$ cat src/rtl/net_seq_pkg.sv
// Shared types and constants for the net_seq sample scheduler.
package net_seq_pkg;

  localparam int unsigned WordDataBus  = 32;
  localparam int unsigned NSEQ_TIMEOUT = 4096;

  typedef enum logic [2:0] {
    NSEQ_IDLE = 3'd0,
    NSEQ_LOAD = 3'd1,
    NSEQ_CLR  = 3'd2,
    NSEQ_FIRE = 3'd3,
    NSEQ_WAIT = 3'd4,
    NSEQ_OUT  = 3'd5,
    NSEQ_DONE = 3'd6
  } nseq_state_e;

  // net is held cleared everywhere except while it computes and its result is consumed.
  function automatic logic nseq_net_reset(input nseq_state_e s);
    return !(s inside {NSEQ_FIRE, NSEQ_WAIT, NSEQ_OUT});
  endfunction

endpackage

$ cat src/rtl/net_seq_loader.sv
// RAM read sequencer and holding-register bank: issues N_IN sequential reads while
// load_en is high and captures each word one cycle after its read.
module net_seq_loader
  import net_seq_pkg::*;
#(
  parameter int unsigned WORD_W = WordDataBus,
  parameter int unsigned N_IN   = 7,
  parameter int unsigned ADDR_W = 10
) (
  input  logic                     clk,
  input  logic                     reset,
  input  logic                     addr_set,
  input  logic [ADDR_W-1:0]        addr_init,
  input  logic                     load_en,
  output logic                     load_done,
  output logic                     ram_rd,
  output logic [ADDR_W-1:0]        ram_addr,
  input  logic [WORD_W-1:0]        ram_data,
  output logic [N_IN*WORD_W-1:0]   data_out
);

  localparam int unsigned CntW = $clog2(N_IN + 1);

  logic [CntW-1:0]        rd_cnt_q, rd_cnt_d;
  logic [ADDR_W-1:0]      addr_q, addr_d;
  logic                   cap_vld_q, cap_vld_d;
  logic [CntW-1:0]        cap_idx_q, cap_idx_d;
  logic [N_IN*WORD_W-1:0] hold_q, hold_d;
  logic                   rd;

  always_comb begin
    rd        = load_en && (rd_cnt_q < CntW'(N_IN));
    rd_cnt_d  = rd_cnt_q;
    if (!load_en) begin
      rd_cnt_d = '0;
    end else if (rd) begin
      rd_cnt_d = rd_cnt_q + 1'b1;
    end
    // Address runs on across samples so sample i starts at base + i*N_IN.
    addr_d = addr_q;
    if (addr_set) begin
      addr_d = addr_init;
    end else if (rd) begin
      addr_d = addr_q + 1'b1;
    end
    cap_vld_d = rd;
    cap_idx_d = rd_cnt_q;
    hold_d    = hold_q;
    for (int k = 0; k < N_IN; k++) begin
      if (cap_vld_q && (cap_idx_q == CntW'(k))) begin
        hold_d[k*WORD_W +: WORD_W] = ram_data;
      end
    end
  end

  always_ff @(posedge clk or negedge reset) begin
    if (!reset) begin
      rd_cnt_q  <= '0;
      addr_q    <= '0;
      cap_vld_q <= 1'b0;
      cap_idx_q <= '0;
      hold_q    <= '0;
    end else begin
      rd_cnt_q  <= rd_cnt_d;
      addr_q    <= addr_d;
      cap_vld_q <= cap_vld_d;
      cap_idx_q <= cap_idx_d;
      hold_q    <= hold_d;
    end
  end

  assign load_done = cap_vld_q && (cap_idx_q == CntW'(N_IN - 1));
  assign ram_rd    = rd;
  assign ram_addr  = addr_q;
  assign data_out  = hold_q;

endmodule

$ cat src/rtl/net_seq.sv
// Sample scheduler for the MLP net datapath: load inputs, clear, fire, collect, hand off.
// Optional watchdog on the net result is enabled by defining NET_TIMEOUT_EN.
module net_seq
  import net_seq_pkg::*;
#(
  parameter int unsigned WORD_W  = WordDataBus,
  parameter int unsigned N_IN    = 7,
  parameter int unsigned N_OUT   = 2,
  parameter int unsigned ADDR_W  = 10,
  parameter int unsigned IDX_W   = 8,
  parameter int unsigned CLR_CYC = 2
) (
  input  logic                     clk,
  input  logic                     reset,
  input  logic                     start,
  input  logic [IDX_W-1:0]         n_samples,
  input  logic [ADDR_W-1:0]        base_addr,
  output logic                     busy,
  output logic                     done,
  output logic                     ram_rd,
  output logic [ADDR_W-1:0]        ram_addr,
  input  logic [WORD_W-1:0]        ram_data,
  output logic                     net_reset,
  output logic                     net_in_rdy,
  output logic [N_IN*WORD_W-1:0]   net_data_in,
  input  logic [N_OUT*WORD_W-1:0]  net_out,
  input  logic                     net_rdy,
  output logic                     res_valid,
  input  logic                     res_ready,
  output logic [N_OUT*WORD_W-1:0]  res_data,
  output logic [IDX_W-1:0]         res_idx,
  output logic                     err
);

  localparam int unsigned ClrW = (CLR_CYC > 1) ? $clog2(CLR_CYC) : 1;

  nseq_state_e              state_q, state_d;
  logic [IDX_W-1:0]         n_q, n_d;
  logic [IDX_W-1:0]         idx_q, idx_d;
  logic [IDX_W-1:0]         idx_inc;
  logic [ClrW-1:0]          clr_cnt_q, clr_cnt_d;
  logic [N_OUT*WORD_W-1:0]  res_data_q, res_data_d;
  logic [IDX_W-1:0]         res_idx_q, res_idx_d;
  logic                     addr_set;
  logic                     load_done;
  logic                     timeout;

  net_seq_loader #(
    .WORD_W (WORD_W),
    .N_IN   (N_IN),
    .ADDR_W (ADDR_W)
  ) u_loader (
    .clk       (clk),
    .reset     (reset),
    .addr_set  (addr_set),
    .addr_init (base_addr),
    .load_en   (state_q == NSEQ_LOAD),
    .load_done (load_done),
    .ram_rd    (ram_rd),
    .ram_addr  (ram_addr),
    .ram_data  (ram_data),
    .data_out  (net_data_in)
  );

  assign idx_inc = idx_q + 1'b1;

  always_comb begin
    state_d    = state_q;
    n_d        = n_q;
    idx_d      = idx_q;
    clr_cnt_d  = '0;
    res_data_d = res_data_q;
    res_idx_d  = res_idx_q;
    addr_set   = 1'b0;
    unique case (state_q)
      NSEQ_IDLE: begin
        if (start) begin
          n_d      = n_samples;
          idx_d    = '0;
          addr_set = 1'b1;
          state_d  = (n_samples == '0) ? NSEQ_DONE : NSEQ_LOAD;
        end
      end
      NSEQ_LOAD: begin
        if (load_done) state_d = NSEQ_CLR;
      end
      NSEQ_CLR: begin
        clr_cnt_d = clr_cnt_q + 1'b1;
        if (clr_cnt_q == ClrW'(CLR_CYC - 1)) state_d = NSEQ_FIRE;
      end
      NSEQ_FIRE: state_d = NSEQ_WAIT;
      NSEQ_WAIT: begin
        if (net_rdy) begin
          res_data_d = net_out;
          res_idx_d  = idx_q;
          state_d    = NSEQ_OUT;
        end else if (timeout) begin
          // Abandoned sample: advance exactly as after a completed handshake.
          idx_d   = idx_inc;
          state_d = (idx_inc == n_q) ? NSEQ_DONE : NSEQ_LOAD;
        end
      end
      NSEQ_OUT: begin
        if (res_ready) begin
          idx_d   = idx_inc;
          state_d = (idx_inc == n_q) ? NSEQ_DONE : NSEQ_LOAD;
        end
      end
      NSEQ_DONE: state_d = NSEQ_IDLE;
      default:   state_d = NSEQ_IDLE;
    endcase
  end

  always_ff @(posedge clk or negedge reset) begin
    if (!reset) begin
      state_q    <= NSEQ_IDLE;
      n_q        <= '0;
      idx_q      <= '0;
      clr_cnt_q  <= '0;
      res_data_q <= '0;
      res_idx_q  <= '0;
    end else begin
      state_q    <= state_d;
      n_q        <= n_d;
      idx_q      <= idx_d;
      clr_cnt_q  <= clr_cnt_d;
      res_data_q <= res_data_d;
      res_idx_q  <= res_idx_d;
    end
  end

`ifdef NET_TIMEOUT_EN
  logic [15:0] wdog_q, wdog_d;
  logic        err_q, err_d;

  // Counter is zero on every WAIT entry because it is held clear outside WAIT.
  assign timeout = (state_q == NSEQ_WAIT) && !net_rdy &&
                   (wdog_q == 16'(NSEQ_TIMEOUT - 1));

  always_comb begin
    wdog_d = '0;
    if ((state_q == NSEQ_WAIT) && !net_rdy) wdog_d = wdog_q + 16'd1;
    err_d = err_q | timeout;
  end

  always_ff @(posedge clk or negedge reset) begin
    if (!reset) begin
      wdog_q <= '0;
      err_q  <= 1'b0;
    end else begin
      wdog_q <= wdog_d;
      err_q  <= err_d;
    end
  end

  assign err = err_q;
`else
  assign timeout = 1'b0;
  assign err     = 1'b0;
`endif

  assign busy       = (state_q != NSEQ_IDLE);
  assign done       = (state_q == NSEQ_DONE);
  assign net_reset  = nseq_net_reset(state_q);
  assign net_in_rdy = (state_q == NSEQ_FIRE);
  assign res_valid  = (state_q == NSEQ_OUT);
  assign res_data   = res_data_q;
  assign res_idx    = res_idx_q;

endmodule

$ cat config.mk
export PLATFORM = sky130hd
export DESIGN_NAME = net_seq
export DESIGN_NICKNAME = d
export VERILOG_FILES = /design/src/rtl/net_seq_pkg.sv /design/src/rtl/net_seq_loader.sv /design/src/rtl/net_seq.sv
export SDC_FILE = /design/constraint.sdc
export NUM_CORES = 1
export LEC_CHECK = 0
export BUFFER_PORTS_ARGS = -buffer_cell sky130_fd_sc_hd__clkbuf_2
export CAP_MARGIN = 10
export CORE_MARGIN = 2
export CORE_UTILIZATION = 35
export DETAILED_ROUTE_END_ITERATION = 10
export GPL_TIMING_DRIVEN = 0
export PLACE_DENSITY = 0.6
export SLEW_MARGIN = 20
export SYNTH_ARGS = -nofsm -noshare
export SYNTH_HDL_FRONTEND = slang
export SYNTH_HIERARCHICAL = 1
export SYNTH_SLANG_ARGS = --single-unit
$ cat constraint.sdc
create_clock -name clk -period 4.6 [get_ports clk]
set_input_delay 0.92 -clock clk [delete_from_list [all_inputs] [get_ports clk]]
set_output_delay 0.92 -clock clk [all_outputs]
set_load 0.01 [all_outputs]
==> flow_results.org, run 1 <==
** STA
- Across all setup checks in the final design, the least slack found is 1.73 ns.
- Measured against its own limit, the worst slew margin works out to 0.462.
- Setup violators final :: 0
- Adding up every negative setup slack in the final design gives 0 ns.
- The number of pins with negative max-slew slack in the final report was 0.
- Count of endpoints failing hold in the final timing report :: 0
- In the finished design, the share of the clock period the worst path needs comes to 0.623.
- Unrepaired setup endpoints after global routing :: no
- Worst-Margin Slew :: 0.807 ns
- Final critical-path required period :: 2.87 ns
- Final hold slack :: about 0.43 ns
- Worst setup skew after layout :: 0.0160 ns
- Max Clk Rate :: about 350 MHz

** Critical path
- Of all nets on the critical path, the largest fanout is 10.
- Type of destination of the critical path :: output port
- Critical Path Slowest Stage Cell :: sky130_fd_sc_hd__dfrtp_1
- For the worst setup path, the data arrival time is roughly 2.0 ns.
- In this run the worst setup path begins at state_q[2].
- STA puts the critical path data required time at 3.68 ns.
- In this run the critical register-to-register path is captured at state_q[1].
- Worst-case register-to-register setup slack :: approximately 2.0 ns
- Worst reg2reg startpoint :: u_loader/cap_idx_q[0]
- In this run the worst setup path terminates at ram_rd.
- For this run, the slowest stage of the critical path takes around 0.44 ns.
- For the worst flop-to-flop path, the logic depth is 8.
- Crit path cell chain :: buf_4, nor2_1, nand2_1, inv_1, clkbuf_2
- Critical path start-end classification :: flop to output port
- STA classifies the critical path startpoint as a flop.

** Clock network
- The later pin in the worst-skew pair is clocked with a latency of roughly 0.53 ns.
- Quantity of gates resized following cts :: 0
- In this run the deepest clock path goes through 3 buffers.
- After clock tree synthesis, the clock-pin slew on the worst setup and hold paths is about 0.060 ns.
- Post-CTS Setup Bufs :: 0
- Number of clock buffers inserted by TritonCTS :: 37
- The cell sitting at the root of the clock tree is a sky130_fd_sc_hd__clkbuf_16.
- The clock tree synthesis step divided the H-tree into 2 levels.
- # clock sinks :: 333
- TritonCTS built the clock tree.
- The number of hold buffers added after CTS was 0.

** Synthesis
- Net count of the mapped netlist :: 1,051
- The share of synthesized area in the top cell type comes to 0.628.
- The synthesized design spends more area on one cell type than any other, namely sky130_fd_sc_hd__dfrtp_1.
- After synthesis, the netlist uses 60 different library cells.
- Number of register bits inferred by synthesis :: 333
- Most area-consuming cells after synthesis :: sky130_fd_sc_hd__dfrtp_1 63%, sky130_fd_sc_hd__mux2_2 23%, sky130_fd_sc_hd__nand2_1 3.5%, sky130_fd_sc_hd__buf_4 1.1%, sky130_fd_sc_hd__o21ai_0 0.94%
- Proportion of synthesized chip area in sequential cells :: 0.628
- Cell area after synthesis :: between 10,000 and 15,000 sq um
- Count of mapped cells out of synthesis :: 929
- Counting flops with an async set or reset pin after synthesis yields a share of 1.00.
- Yosys printed 6 warnings.
- Number of enable flip-flop cells after synthesis :: 0
- In this run the mean area of a mapped cell was approximately 14 sq um.
- Post-synth top flop :: sky130_fd_sc_hd__dfrtp_1

** Placement
- Routability-driven placement finished with a final weighted congestion of a little under 0.8.
- Worst setup timing slack at the placement stage :: 1.93 ns
- Total of buffers placed on input and output ports :: between 400 and 500
- Summing all placed instances gives a cell area of about 16,000 sq um.
- DPL Wire Length :: between 20,000 and 30,000 um

** GRT
- For this run, the total global-route usage over all layers was measured as 0.182.
- The number of antenna violations at the first check in global routing is 0.
- Wire length of the first global-routing pass :: 54,800 um
- Pin count of the biggest net entering global routing :: 92
- Number of global-route vias before repair :: 9,337
- After global routing the overflow that remains totals 0.

** Layout
- The repair_antennas step left the layout with diodes totalling 0.
- Of the cells placed in the final design, the portion with a size suffix greater than 1 is 0.568.
- Core utilization of the finished layout :: 0.464
- After the last flow step, the layout net total stands at roughly 1,500.
- Area delta synth->final :: 31.2%
- Post-layout instance area :: 17,400 sq um
- The layout has around 3,500 filler cells.

** Die
- Die height :: 199 um
- The initial utilization of the core area, before any placement, comes to 0.354.
- In this run the count of I/O pins placed on the die edge is 432.
- The core region is 37,500 sq um.
- Horizontal die dimension :: 199 um
- Area of the die :: about 39,000 sq um
- Row count :: 71

** Route
- In the final routed layout, each cell accounts on average for 18.7 um.
- Vias per std cell :: 4.71
- Drt pass-1 iters :: 4
- Total Routed Length :: 36,300 um
- Across all layers, the routed design uses 9,124 vias.
- In this run the remaining antenna-violating nets after routing total 0.
- Initial DRC Count :: around 240
- DRC violation count after routing :: 0

** Power and ir drop
- IR analysis of the VDD net gives a maximum drop of 0.332 mV.
- Total power divided by cell area :: approximately 630 nW/um^2
- LEAKAGE :: 8.55 nW

** Outcome
- The run finished with clean final reports.

** Worst hold path
- The worst hold path belongs to the class input pin to asynchronous set/reset pin.

** Job
- The tool flagged a number of max-cap violations equal to 0.
per-layer routing:
metal | vias up | global-route usage | share of wire
li1 | 4196 | - | -
met1 | 4552 | 0.224 | 0.42
met2 | 335 | 0.301 | 0.47
met3 | 41 | 0.0638 | 0.092
met4 | 0 | 0.0550 | 0.019
met5 | - | 0 | 0
worst min path at each step:
stage	startpoint	to	slack [ns]	depth (start not counted)
global placement	u_loader/cap_idx_d[0]	u_loader/cap_idx_q[0]	0.45	0
CTS	reset	u_loader/data_out[138]	0.44	1
global route	reset	u_loader/data_out[105]	0.48	1
floorplan	u_loader/cap_idx_d[2]	u_loader/cap_idx_q[2]	0.42	0
detailed placement	u_loader/cap_idx_d[1]	u_loader/cap_idx_q[1]	0.46	0
finish	reset	u_loader/data_out[168]	0.43	1
critical path: cells and delay by family (launching register included):
kind / cells / cell delay (ns)
buffers and inverters: 3 / 0.46
AND/OR/NAND/NOR: 2 / 0.52
flip-flops: 1 / 0.44
synth_stat cells, drive strengths merged (2+ instances only):
cell type and instances:
a2111oi 3, a21oi 8, a31oi 2, and2 5, and3 6, buf 42
clkbuf 6, dfrtp 333, ha 3, inv 7, mux2 271, mux2i 2
nand2 122, nand2b 7, nand3 11, nand3b 2, nand4 5, nand4b 3
nor2 11, nor3 5, nor3b 4, nor4 2, o21ai 26, o22ai 2
or3 2, or3b 2, xnor2 8, xor2 9
power breakdown:
| part | switching [W] | leakage (nW) | internal, W | total, W |
|---|---|---|---|---|
| Combinational | 0.00174 | 3.92 | 0.00172 | 0.00345 |
| Sequential | 0.000591 | 4.02 | 0.00395 | 0.00454 |
| Clock | 0.00116 | 0.612 | 0.00185 | 0.00300 |
| Total | 0.00348 | 8.55 | 0.00752 | 0.0110 |
cells in the final DEF (no fill, tap or decap), types with 2 or more instances in the layout:
cell type	count
sky130_fd_sc_hd__a2111oi_4	2
sky130_fd_sc_hd__a21oi_1	8
sky130_fd_sc_hd__a31oi_1	2
sky130_fd_sc_hd__and2_1	3
sky130_fd_sc_hd__and2_4	2
sky130_fd_sc_hd__and3_1	5
sky130_fd_sc_hd__buf_16	3
sky130_fd_sc_hd__buf_2	16
sky130_fd_sc_hd__buf_4	19
sky130_fd_sc_hd__buf_6	7
sky130_fd_sc_hd__bufinv_16	3
sky130_fd_sc_hd__clkbuf_1	15
sky130_fd_sc_hd__clkbuf_16	39
sky130_fd_sc_hd__clkbuf_2	429
sky130_fd_sc_hd__clkbuf_8	9
sky130_fd_sc_hd__clkinv_2	3
sky130_fd_sc_hd__dfrtp_1	333
sky130_fd_sc_hd__ha_1	3
sky130_fd_sc_hd__inv_1	7
sky130_fd_sc_hd__inv_6	2
sky130_fd_sc_hd__mux2_1	6
sky130_fd_sc_hd__mux2_2	265
sky130_fd_sc_hd__mux2i_1	2
sky130_fd_sc_hd__nand2_1	122
sky130_fd_sc_hd__nand2b_1	7
sky130_fd_sc_hd__nand3_1	10
sky130_fd_sc_hd__nand3b_1	2
sky130_fd_sc_hd__nand4_1	4
sky130_fd_sc_hd__nand4b_1	3
sky130_fd_sc_hd__nor2_1	11
sky130_fd_sc_hd__nor3_1	3
sky130_fd_sc_hd__nor3_2	2
sky130_fd_sc_hd__nor3b_1	2
sky130_fd_sc_hd__nor4_1	2
sky130_fd_sc_hd__o21ai_0	25
sky130_fd_sc_hd__o22ai_1	2
sky130_fd_sc_hd__or3_1	2
sky130_fd_sc_hd__or3b_2	2
sky130_fd_sc_hd__xnor2_1	8
sky130_fd_sc_hd__xor2_1	9
layout make-up:
| cell class | instances | area (sq um) | area share |
|---|---|---|---|
| plain buffers | 48 | 324 | 0.0186 |
| clock buffers | 56 | 1120 | 0.0644 |
| clock inverters | 9 | 130 | 0.00748 |
| inverters | 7 | 26.3 | 0.00151 |
| multi-input cells | 541 | 4580 | 0.263 |
| flip-flops and latches | 333 | 8330 | 0.479 |
| well taps | 511 | 639 | 0.0368 |
| repair buffers | 433 | 2240 | 0.129 |
registers in the layout, indices dropped and copies added (netlist names), 3 cells and up:
name and cells:
res_idx 8, u_loader/cap_idx_q 3, state_q 3, n_q 8, idx_q 8, res_data 64
u_loader/ram_addr 10, u_loader/data_out 224, u_loader/cap_idx_d 3
cells by family (layout without fill, tap and decap cells):
family	count (synthesis)	after routing	share of synthesized area
buffers and inverters	55	553	0.0264
multiplexers	273	273	0.232
XOR/XNOR	17	17	0.0112
AO/OA/AOI/OAI	55	55	0.0287
flip-flops	333	333	0.628
AND/OR/NAND/NOR	192	192	0.0704
other	1	1	0.000283
adder cells (fa/ha/maj)	3	3	0.00283
stage by stage:
step	std cells	power [W]
after global placement	1870	0.00801
after global routing	1938	0.0117
after detailed placement	1873	0.00809
after floorplan	929	0.00646
after CTS	1938	0.0112
final	1938	0.0110
No activity file was read; power rests on OpenSTA's default activity.
==> inputs of run 2 (changes only) <==
- PLACE_DENSITY: 0.6 -> 0.62
- clock period: 4.6 -> 2.3 ns (I/O delays scaled with it)
==> run 2 against run 1 <==
Compared with the run above: first-iteration DRC count fell by 13%; critical path depth did not move; highest routed layer unchanged; critical endpoint unchanged; final cell count rose by 0.10%; largest cell class unchanged.
==> flow_results.org, run 2 (synthesis gave the netlist of run 1 again) <==
** Clock network
- After clock tree synthesis, the clock-pin slew on the worst setup and hold paths is 0.06 ns.
- The H-tree generated during clock tree synthesis spans 2 levels.
- # clock sinks :: 333
- Number of clock buffers inserted by TritonCTS :: 37
- TritonCTS built the clock tree.
- The tree is rooted in a sky130_fd_sc_hd__clkbuf_16.
- Maximum count of clock buffers along a single path :: 3
- Latest clock arrival within the worst-skew pair :: 0.53 ns

** Route
- Via count :: 9,192
- Total Routed Length :: 36,600 um
- The highest metal layer carrying signal wires in the routed design is met4.
- In the final routing, the length of wire on met1 measures 15,600 um.
- Vias per std cell :: 4.74
- Length of routed met3 wiring :: 3150 um
- Once detail routing completed, the nets flagged for antenna violations numbered 0.
- The pre-antenna-repair detailed-routing pass consisted of 6 iterations.
- In the routed design, unresolved DRC markers number 0.
- WL/cell :: around 19 um
- In this run, the number of DRC markers left after iteration 0 of detailed routing was around 210.
- Wire segments on met2 add up to 16,900 um in the final route.

** GRT
- Pin count of the biggest net entering global routing :: 92
- The first global-routing pass estimated 55,700 um of wire.
- Global routing finished with a remaining overflow of 0.
- In the global route stage, overall resource usage came out at 0.184.
- The number of global-route vias before repair was around 9,500.
- The number of antenna violations at the first check in global routing came to 0.

** Critical path
- Cell count of the worst reg-to-reg path :: 8
- Critical Path Slowest Stage Cell :: sky130_fd_sc_hd__dfrtp_1
- Reg-to-reg endpoint :: state_q[0]
- The number of buffers and inverters on the critical path is 2.
- Longest individual stage delay on the worst path :: 0.42 ns
- Worst Setup Start Kind :: flop
- STA classifies the critical path endpoint as an output port.
- Grouping stages by cell kind, the critical path spends the most delay in simple AND/OR/NAND/NOR gates.
- By startpoint and endpoint, the worst setup path is classified as flop to output port.
- Maximum fanout encountered on the critical timing path :: 5
- Crit path cell chain :: nand2b_2, nor2_4, nand2_1, inv_2, clkbuf_2
- Worst-case register-to-register setup slack :: 0.23 ns
- In this run the critical register-to-register path is launched from u_loader/cap_idx_q[1].
- Critical path required time :: 1.84 ns
- Arrival time of data at the critical path endpoint :: 1.72 ns

** Layout
- Once layout is complete, the utilization of the core stands at 0.464.
- The library cells used most frequently in the layout, excluding fill and tap cells, are 431 x sky130_fd_sc_hd__clkbuf_2, 333 x sky130_fd_sc_hd__dfrtp_1, 265 x sky130_fd_sc_hd__mux2_2.
- The sequential cells in the finished layout cover a total of 8330 sq um.
- The multi-input combinational cells in the finished layout cover a total of 4590 sq um.
- The register with the most flip-flops in the layout has 224 of them.
- Most common cell after layout, fill and taps aside :: sky130_fd_sc_hd__clkbuf_2
- Net count reported at finish :: 1,527
- Of the cells placed in the final design, the portion with a size suffix greater than 1 is 0.574.
- From synthesis to final layout, the design area changed by 31.3%.
- The repair_antennas step left the layout with diodes totalling 0.
- Counting the fill cells in the layout gives between 3,000 and 4,000.

** Power and ir drop
- Switching Fraction :: 0.320
- Logic pwr share :: 0.320
- Summing internal, switching and leakage power gives 0.0219 W.
- Summed over all nets, the switching power comes to ~0.007 W.
- Internal cell power :: between 0.01 and 0.015 W
- LEAKAGE :: 8.56 nW
- Power spread over the standard cell area amounts to ~1300 nW/um^2.
- Maximum vdd drop :: 0.702 mV
- Seq pwr share :: 0.415
- The share of total power dissipated in the clock network is 0.265.

** STA
- Across all setup checks in the final design, the least slack found is 0.125 ns.
- Max-slew headroom at the worst pin :: 0.461
- Static timing analysis puts the maximum clock frequency at 460 MHz.
- Worst setup skew after layout :: around 0.014 ns
- The routed design could run at a clock period as short as 2.18 ns.
- Final Slew Violations :: 0
- Of the available clock period, the critical path in the final layout requires 0.946.
- Unrepaired setup endpoints after global routing :: no
- Setup violators final :: 0
- The hold violation total from the final report came to 0.
- Worst-Margin Slew :: between 0.8 and 0.9 ns

** Placement
- At the end of routability-driven placement, the weighted congestion stood at approximately 0.82.
- At the placement stage, the worst setup path has a slack of -0.450 ns.
- DPL Wire Length :: 26,700 um
- Port buffering added 430 buffers.

** Die
- Die height :: 199 um
- Area of the die :: 39,500 sq um
- The initial utilization of the core area, before any placement, comes to 0.354.
- Core region area :: 37,500 sq um
- Horizontal die dimension :: 199 um
- In this run the core area contains 71 standard-cell rows.
- Number of I/O pins :: 432

** Outcome
- Outcome :: finished clean

** Worst hold path
- The path with the worst hold slack has its endpoint at u_loader/ram_addr[6].
- In this run the most critical hold path is launched from base_addr[6].
- Instance count along the most critical hold path :: 3
- The path class of the tightest hold or removal check is input pin to flop.

** Job
- The tool flagged a number of max-cap violations equal to 0.
==> run 2: power by group through the flow <==
| stage | Sequential [W] | Clock (W) | Combinational, W |
|---|---|---|---|
| after CTS | 0.00913 | 0.00599 | 0.00707 |
| after detailed placement | 0.00919 | 0 | 0.00704 |
| final | 0.00911 | 0.00580 | 0.00703 |
| after global placement | 0.00909 | 0 | 0.00694 |
| after global routing | 0.00938 | 0.00624 | 0.00766 |
| after floorplan | 0.00992 | 0 | 0.00301 |
==> run 2: stage by stage <==
step,TNS [ns],instances,hold WS (ns),area [sq um]
2_1_floorplan,0,929,0.164,13300
3_3_place_gp,-2154.25,1870,0.448,16100
3_5_place_dp,-1.09,1873,0.459,16100
4_1_cts,0,1938,0.107,17400
5_1_grt,0,1940,0.135,17400
6_report,0,1940,0.142,17400
==> run 2: area by class of cell <==
type                    instances  share of cell area
plain buffers                  48              0.0189
clock buffers                  60              0.0686
clock inverters                 3             0.00122
inverters                       7             0.00151
multi-input cells             541               0.264
flip-flops and latches        333               0.479
well taps                     511              0.0367
repair buffers                437               0.131
==> run 2: timing repair <==
action                                  4_1_cts  5_1_grt
endpoints found under the setup margin        4        5
pin swaps                                     0        2
buffers inserted                              1        2
resized for setup                             4        7
hold endpoints to repair                     20        0
hold buffers                                  1        0
==> run 2: worst max path at each step <==
| stage | start | end | slack (ns) | cells after the start |
|---|---|---|---|---|
| after CTS | state_q[1] | ram_rd | 0.002 | 5 |
| after floorplan | u_loader/cap_idx_q[0] | state_q[1] | 0.35 | 8 |
| after global routing | state_q[0] | net_reset | 0.003 | 6 |
| after detailed placement | u_loader/cap_idx_q[0] | state_q[1] | -0.45 | 8 |
| final | state_q[1] | ram_rd | 0.12 | 5 |
| after global placement | reset | res_data[13] | -6.51 | 1 |
==> run 2: routing by layer <==
layer / vias up / global-route usage
li1: 4199 / -
met1: 4588 / 0.235
met2: 360 / 0.296
met4: 0 / 0.0641
met5: - / 0
met3: 45 / 0.0587
==> run 2: worst min-delay path: stages <==
cell and delay, ns:
sky130_fd_sc_hd__clkbuf_2 0.08, sky130_fd_sc_hd__nand2_1 0.04, sky130_fd_sc_hd__o21ai_0 0.06
